**src/rtl/spi_master_unit.sv**
```systemverilog
// Single-byte SPI mode-0 master: an apb_ready strobe starts a full-duplex DATA_W-bit transfer.
// Latency: rx_data_valid is high in the cycle after edge 2*SCLK_HALF*DATA_W, counting the accept edge as 0.
// Backpressure: none. apb_ready is accepted only in IDLE or DONE and is ignored while busy.
// Optional feature macro SPI_LSB_FIRST_EN: when defined, TX and RX use LSB-first bit order.
module spi_master_unit #(
    parameter int SCLK_HALF = 1,
    parameter int DATA_W    = 8
) (
    input  logic              clk,
    input  logic              rst_n,
    input  logic              apb_ready,
    input  logic [DATA_W-1:0] WDATA,
    output logic [DATA_W-1:0] RDATA,
    output logic              SPI_status_RDY_BSYbar,
    output logic              rx_data_valid,
    output logic              MOSI,
    input  logic              MISO,
    output logic              SCLK,
    output logic              SSbar
);

    localparam int HW = (SCLK_HALF > 1) ? $clog2(SCLK_HALF) : 1;
    localparam int BW = (DATA_W > 1) ? $clog2(DATA_W) : 1;
    localparam logic [HW-1:0] HALF_LAST = HW'(SCLK_HALF - 1);
    localparam logic [BW-1:0] BIT_LAST  = BW'(DATA_W - 1);

    typedef enum logic [1:0] {
        S_IDLE = 2'd0,
        S_XFER = 2'd1,
        S_DONE = 2'd2
    } state_t;

    state_t            state_q, state_d;
    logic [HW-1:0]     half_cnt_q, half_cnt_d;
    logic [BW-1:0]     bit_cnt_q, bit_cnt_d;
    logic [DATA_W-1:0] tx_q, tx_d;
    logic [DATA_W-1:0] rx_q, rx_d;
    logic [DATA_W-1:0] rdata_q, rdata_d;
    logic              sclk_q, sclk_d;
    logic              ssbar_q, ssbar_d;
    logic              mosi_q, mosi_d;
    logic              rxv_q, rxv_d;
    logic              rdy_q, rdy_d;

    logic [DATA_W-1:0] tx_shift;
    logic [DATA_W-1:0] rx_shift;
    logic              load_bit;
    logic              next_bit;

    // Bit-order selection: which WDATA bit goes out first and which way the shifters move.
    always_comb begin
`ifdef SPI_LSB_FIRST_EN
        tx_shift = tx_q >> 1;
        rx_shift = {MISO, rx_q[DATA_W-1:1]};
        load_bit = WDATA[0];
        next_bit = tx_q[1];
`else
        tx_shift = tx_q << 1;
        rx_shift = {rx_q[DATA_W-2:0], MISO};
        load_bit = WDATA[DATA_W-1];
        next_bit = tx_q[DATA_W-2];
`endif
    end

    // Next-state and output-register computation; every SPI pin comes straight from a flop.
    always_comb begin
        state_d    = state_q;
        half_cnt_d = half_cnt_q;
        bit_cnt_d  = bit_cnt_q;
        tx_d       = tx_q;
        rx_d       = rx_q;
        rdata_d    = rdata_q;
        sclk_d     = sclk_q;
        ssbar_d    = ssbar_q;
        mosi_d     = mosi_q;
        rxv_d      = 1'b0;
        rdy_d      = rdy_q;

        unique case (state_q)
            S_XFER: begin
                if (half_cnt_q == HALF_LAST) begin
                    half_cnt_d = '0;
                    if (!sclk_q) begin
                        // Rising SCLK: capture MISO.
                        sclk_d = 1'b1;
                        rx_d   = rx_shift;
                    end else if (bit_cnt_q == BIT_LAST) begin
                        // End of the last high phase: release the slave and publish RX.
                        state_d = S_DONE;
                        sclk_d  = 1'b0;
                        ssbar_d = 1'b1;
                        mosi_d  = 1'b0;
                        rdata_d = rx_q;
                        rxv_d   = 1'b1;
                        rdy_d   = 1'b1;
                    end else begin
                        // Falling SCLK: present the next TX bit.
                        sclk_d    = 1'b0;
                        tx_d      = tx_shift;
                        mosi_d    = next_bit;
                        bit_cnt_d = bit_cnt_q + BW'(1);
                    end
                end else begin
                    half_cnt_d = half_cnt_q + HW'(1);
                end
            end
            default: begin
                // IDLE and the single DONE cycle both accept a new write.
                state_d = S_IDLE;
                if (apb_ready) begin
                    state_d    = S_XFER;
                    tx_d       = WDATA;
                    rx_d       = '0;
                    mosi_d     = load_bit;
                    ssbar_d    = 1'b0;
                    sclk_d     = 1'b0;
                    rdy_d      = 1'b0;
                    half_cnt_d = '0;
                    bit_cnt_d  = '0;
                end
            end
        endcase
    end

    // State and output registers with synchronous active-high reset on rst_n.
    always_ff @(posedge clk) begin
        if (rst_n) begin
            state_q    <= S_IDLE;
            half_cnt_q <= '0;
            bit_cnt_q  <= '0;
            tx_q       <= '0;
            rx_q       <= '0;
            rdata_q    <= '0;
            sclk_q     <= 1'b0;
            ssbar_q    <= 1'b1;
            mosi_q     <= 1'b0;
            rxv_q      <= 1'b0;
            rdy_q      <= 1'b1;
        end else begin
            state_q    <= state_d;
            half_cnt_q <= half_cnt_d;
            bit_cnt_q  <= bit_cnt_d;
            tx_q       <= tx_d;
            rx_q       <= rx_d;
            rdata_q    <= rdata_d;
            sclk_q     <= sclk_d;
            ssbar_q    <= ssbar_d;
            mosi_q     <= mosi_d;
            rxv_q      <= rxv_d;
            rdy_q      <= rdy_d;
        end
    end

    assign RDATA                 = rdata_q;
    assign SPI_status_RDY_BSYbar = rdy_q;
    assign rx_data_valid         = rxv_q;
    assign MOSI                  = mosi_q;
    assign SCLK                  = sclk_q;
    assign SSbar                 = ssbar_q;

endmodule

```
**config.mk**
```make
export PLATFORM = sky130hd
export DESIGN_NAME = spi_master_unit
export DESIGN_NICKNAME = d
export VERILOG_FILES = /design/src/rtl/spi_master_unit.sv
export SDC_FILE = /design/constraint.sdc
export NUM_CORES = 1
export LEC_CHECK = 0
export BUFFER_PORTS_ARGS = -buffer_cell sky130_fd_sc_hd__buf_4
export CAP_MARGIN = 10
export CORE_MARGIN = 5
export CORE_UTILIZATION = 48
export CTS_BUF_LIST = sky130_fd_sc_hd__clkbuf_16
export DETAILED_ROUTE_END_ITERATION = 8
export PLACE_DENSITY = 0.77
export SYNTH_ARGS = -nofsm -noshare
export SYNTH_HDL_FRONTEND = slang
export SYNTH_SLANG_ARGS = --single-unit
```
**constraint.sdc**
```tcl
create_clock -name clk -period 1.35 [get_ports clk]
set_input_delay 0.2025 -clock clk [delete_from_list [all_inputs] [get_ports clk]]
set_output_delay 0.2025 -clock clk [all_outputs]
set_load 0.005 [all_outputs]
```
==> results of run 1 <==
worst min path at each step:
stage	startpoint	end	slack [ns]	depth (start not counted)
after floorplan	MISO	rx_q[0]	0.34	2
after global placement	rx_q[7]	RDATA[7]	0.46	1
after detailed placement	MOSI	MOSI	0.47	2
after CTS	MISO	rx_q[0]	0.20	3
after global routing	MISO	rx_q[0]	0.20	3
final	MISO	rx_q[0]	0.19	3
state kept, by name, indices dropped and copies added, names as in the netlist:
register / flops
MOSI: 1
RDATA: 8
SCLK: 1
SPI_status_RDY_BSYbar: 1
bit_cnt_q: 3
rx_data_valid: 1
rx_q: 8
state_q: 2
tx_q: 7
cells in the final DEF, fill, tap and decap left out, types with 3 or more instances in the layout:
cell type  netlist  layout
a211oi_1         6       5
a22o_1           8       8
a311oi_1         6       6
buf_4            5      38
o211ai_1        12      12
a21oi_1         13      12
dfxtp_1         32      29
dfxtp_2          0       3
nand3_1          4       3
nand2_1         22      22
clkbuf_16        0       5
repair_timing:
action	in CTS	in global routing
buffers inserted	2	2
gates resized for setup	13	2
cloned	1	0
hold buffers	0	0
endpoints found under the setup margin	21	28
pin swaps	6	3
per-layer routing:
| metal | GRT usage, % | wire length [um] | share of wire [%] | vias up |
|---|---|---|---|---|
| met3 | 6.22 | 147 | 4.8 | 7 |
| met4 | 7.53 | 61 | 2.0 | 0 |
| met1 | 18.5 | 1240 | 41 | 570 |
| met5 | 0 | 0 | 0 | - |
| li1 | - | - | - | 586 |
| met2 | 26.8 | 1580 | 52 | 22 |
final cells by class:
cell class                 instances  area share (%)
multi-input combinational         91            37.3
tap                               31            2.06
clock inverter                     3           0.730
inverter                           2           0.398
clock buffer                       5            6.64
sequential                        32            34.2
timing repair buffer              43            18.7
critical path, delay by kind of cell, from the launching register on:
kind                       cells  cell delay, ns
AOI/OAI and AO/OA              2            0.24
adders and majority gates      2            0.31
buffers and inverters          1            0.17
DFF                            1            0.33
and+or+nand+nor                1            0.30
kinds of logic (layout without fill, tap and decap cells):
kind of cell	count (synthesis)	in the layout	share of synthesized area (%)
compound gates	51	51	27.9
simple gates	38	38	15.1
flops	32	32	46.5
buf+inv	16	53	8.71
fa+ha+maj	2	2	1.81
through the flow:
stage	TNS [ns]	instance area, um2	cells	hold WS (ns)
after CTS	-1.30	1870	205	0.196
after floorplan	0	1400	139	0.343
after global placement	-0.415	1620	194	0.457
final	-1.06	1890	207	0.194
after detailed placement	-1.30	1620	194	0.465
after global routing	-2.40	1890	207	0.201
report_power, final:
part / switching [mW] / total [mW] / internal, mW
sequential: 0.0242 / 1.00 / 0.978
clock: 0.380 / 1.05 / 0.667
combinational: 0.131 / 0.261 / 0.130
total: 0.535 / 2.31 / 1.78
==> results.yml, run 1 <==
drt:
  ant_nets: 0
  drt_first_pass_iters: 4
  num_vias: 1185
  drt_iter0_drc: 71
  drc: 0
  wl_per_cell_um: 14.7
  vias_per_cell: 5.72
  drt-total-wl_mm: 3.04
job:
  maxCapViolCount: 0
worst_setup_path:
  cp.arrival_ns: 1.63
  cp-start-kind: "flop"
  cp-startpoint: "bit_cnt_q[0]"
  worstSetupPathType: "reg -> reg"
  endpoint: "tx_q[2]"
  r2r_start: "bit_cnt_q[0]"
  critPathSlowestCell: "dfxtp_2"
  crit_chain: "ha_4 > ha_4 > and4bb_1 > buf_2 > a211oi_1 > a311oi_1"
  slowest_delay_ns: 0.33
  crit_path_frequent_cell: "ha_4"
  worst-r2r-cell-count: 6
  required_ns: 1.54
  worst_r2r_endpoint: "tx_q[2]"
  crit_path_end_kind: "flop"
  r2r_slack_ns: -0.1
  cp_max_fo: 4
grt:
  grtUsageTotal_pct: 16.3
  first_global_vias: 1173
  overflow: 0
  antenna_found_initial: 0
  grt_pass1_wl_mm: 5.25
  grt_start_max_net_pins: 24
cells_and_area:
  drive_gt1_share_pct: 38.6
  utilization_pct: 68.4
  regArea_um2: 644
  syn_to_final_growth_pct: 36.8
  layout.nets: 189
  multiInputGateArea_um2: 703
  num_antenna_cells: 0
  fillers: 202
power:
  p_total_mw: 2.31
  cellPowerDensity_mw_per_mm2: 1230
  peakVddDrop_v: 0.00133
  p_leak_nw: 0.732
cts:
  cts_sinks: 32
  clk_pin_slew_ns: 0.05
  cts_buffer_depth: 2
  cts_buffers: 5
  h-tree-depth: 2
  cts_tree: "done"
  cts_root_buffer: "clkbuf_16"
  insertion_delay_ns: 0.28
timing:
  worst_slack_ns: -0.0979
  hold_viol: 0
  relSlewSlack_pct: 77.4
  setup-violations-final: 20
  tightest_slew_ns: 0.337
  rsz0062_at_grt: "yes"
  skew_ns: 0.00377
  maxSlewViolCount: 0
  finalCriticalPeriod_ns: 1.45
  fmax_mhz: 691
  min_period_over_period_pct: 107
die:
  die_area_mm2: 0.00404
  die_h_um: 63.6
  start_util_pct: 50.0
  die_w_um: 63.6
  placementRows: 19
  ios: 25
  core_mm2: 0.00276
yosys:
  synth-seq-area-share_pct: 46.5
  ys.warnings.count: 0
  ys_ff_latch: 32
  async_reset_ff_share_pct: 0
  syn_avg_cell_area_um2: 9.92
  yosysTopAreaCell: "dfxtp_1"
  ys.flop_type: "dfxtp_1"
  synth.top_cell.area_share_pct: 46.5
  synth-edff-count: 0
  synthesis.area_mm2: 0.00138
  yosysUniqueCellTypes: 31
  yosys-top-cells-count: "dfxtp_1 (32), nand2_1 (22), a21oi_1 (13)"
  post-synth-top-count-cell: "dfxtp_1"
  postSynthCellCount: 139
  syn-num-nets: 153
  ys_top_cells_by_area: "dfxtp_1 (46%), o211ai_1 (6.5%), nand2_1 (6.0%), a22o_1 (5.1%), a21oi_1 (4.7%)"
run_status:
  status: "finished, violations left"
  violations: "setup timing"
placed_design:
  port_buffers: 24
  dp_hpwl_mm: 2.10
  post-place-ws_ns: -0.147
  place.gp.congestion: 0.798
hold_path:
  min_path_type: "in -> reg"
(Power assumes the default switching activity.)
==> inputs of run 2 (changes only) <==
--- a/config.mk
+++ b/config.mk
@@ -8,10 +8,10 @@
 export BUFFER_PORTS_ARGS = -buffer_cell sky130_fd_sc_hd__buf_4
 export CAP_MARGIN = 10
 export CORE_MARGIN = 5
-export CORE_UTILIZATION = 48
+export CORE_UTILIZATION = 45
 export CTS_BUF_LIST = sky130_fd_sc_hd__clkbuf_16
 export DETAILED_ROUTE_END_ITERATION = 8
-export PLACE_DENSITY = 0.77
+export PLACE_DENSITY = 0.7
 export SYNTH_ARGS = -nofsm -noshare
 export SYNTH_HDL_FRONTEND = slang
 export SYNTH_SLANG_ARGS = --single-unit
==> run 2 against run 1 <==
The run still ends with setup timing left. Sequential power barely moved. Worst hold slack improved by 0.0089 ns. Worst setup slack better by 0.054 ns. Highest routed layer unchanged. Global-route usage up 0.70 points. Clock skew rose by 0.0012 ns. Largest cell class unchanged.
==> results.yml, run 2 (synthesized netlist as in run 1, its figures left out) <==
die:
  die_h_um: 65.4
  die_area_mm2: 0.00427
  core_mm2: 0.00300
  ios: 25
  die_w_um: 65.4
  start_util_pct: 45.9
  placementRows: 20
cts:
  insertion_delay_ns: 0.27
  cts_root_buffer: "clkbuf_16"
  cts_sinks: 32
  cts_buffer_depth: 2
  h-tree-depth: 2
  cts_buffers: 5
  cts_tree: "done"
  clk_pin_slew_ns: 0.05
cells_and_area:
  multiInputGateArea_um2: 691
  layout_commonest_cell: "buf_4"
  drive_gt1_share_pct: 37.4
  fin_area_mm2: 0.00189
  instances_no_fill: 207
  syn_to_final_growth_pct: 36.8
  regArea_um2: 646
  layout.nets: 187
  num_antenna_cells: 0
  layout.cells.most_common_list: "buf_4 (35), dfxtp_1 (28), nand2_1 (22)"
  utilization_pct: 62.8
  fillers: 245
grt:
  grtUsageTotal_pct: 17.0
  antenna_found_initial: 0
  overflow: 0
  grt_pass1_wl_mm: 5.55
  first_global_vias: 1204
  grt_start_max_net_pins: 24
timing:
  rsz0062_at_grt: "yes"
  relSlewSlack_pct: 76.7
  finalSetupTns_ns: -0.306
  fmax_mhz: 717
  hold_viol: 0
  finalCriticalPeriod_ns: 1.39
  worst_slack_ns: -0.0438
  setup-violations-final: 10
  maxSlewViolCount: 0
  min_period_over_period_pct: 103
  skew_ns: 0.00502
  tightest_slew_ns: 0.348
placed_design:
  dp_hpwl_mm: 2.11
  port_buffers: 24
  place.gp.congestion: 0.792
  numPlacedInstances: 196
  post_dp_cell_area_mm2: 0.00164
worst_setup_path:
  cp.arrival_ns: 1.58
  required_ns: 1.54
  cp_max_fo: 9
  crit_path_end_kind: "flop"
  r2r_start: "bit_cnt_q[1]"
  cp-start-kind: "flop"
  cp-startpoint: "bit_cnt_q[1]"
  worstSetupPathType: "reg -> reg"
run_status:
  status: "finished, violations left"
  violations: "setup timing"
power:
  p_leak_nw: 0.733
  cellPowerDensity_mw_per_mm2: 1210
  p_total_mw: 2.29
  peakVddDrop_v: 0.000707
drt:
  ant_nets: 0
  vias_per_cell: 5.74
  num_vias: 1188
  drt_first_pass_iters: 4
  drt-total-wl_mm: 3.14
  drc: 0
  wl_per_cell_um: 15.2
  drt_iter0_drc: 41
hold_path:
  min_from: "MISO"
  min_path_type: "in -> reg"
job:
  maxCapViolCount: 0
-- run 2: power breakdown --
part           switching (mW)  total, mW  internal [mW]
clock                   0.362       1.02          0.660
sequential             0.0255       1.00          0.979
combinational           0.132      0.266          0.134
total                   0.520       2.29           1.77
-- run 2: worst max-delay path, cell delays in order, from the launching register on --
cell and delay, ns:
dfxtp_2 0.33, ha_4 0.16, ha_4 0.16, and4bb_1 0.27, buf_6 0.15, a211oi_1 0.06
a311oi_1 0.19
-- run 2: path summary, 6_finish.rpt --
path	cells past startpoint	end	slack [ns]
setup reg to reg	6	tx_q[6]	-0.04
hold reg to reg	2	rx_q[1]	0.47
setup / recovery	6	tx_q[6]	-0.04
hold / removal	3	rx_q[0]	0.20
-- run 2: metrics by stage --
step | hold WS, ns | setup WS (ns)
floorplan | 0.343 | 0.00510
global placement | 0.454 | -0.0358
detailed placement | 0.466 | -0.137
CTS | 0.194 | -0.0570
global route | 0.204 | -0.160
finish | 0.202 | -0.0438
-- run 2: timing repair --
item | 4_1_cts | 5_1_grt
hold buffers | 0 | 0
endpoints found under the setup margin | 22 | 20
setup buffers | 3 | 0
pin swaps | 3 | 1
gates resized for setup | 9 | 6
endpoints found under the hold margin | 0 | 0
gates cloned | 0 | 0
-- run 2: layout make-up --
class / instances / share of cell area (%)
clock inverter: 3 / 0.597
timing repair buffer: 41 / 19.4
inverter: 2 / 0.398
multi-input combinational: 91 / 36.6
tap: 33 / 2.19
sequential: 32 / 34.2
clock buffer: 5 / 6.63
-- run 2: routing by layer --
layer | GRT usage [%] | part of all wire, %
met5 | 0 | 0
met4 | 6.48 | 1.8
met1 | 19.1 | 41
met3 | 6.50 | 4.9
met2 | 29.0 | 52
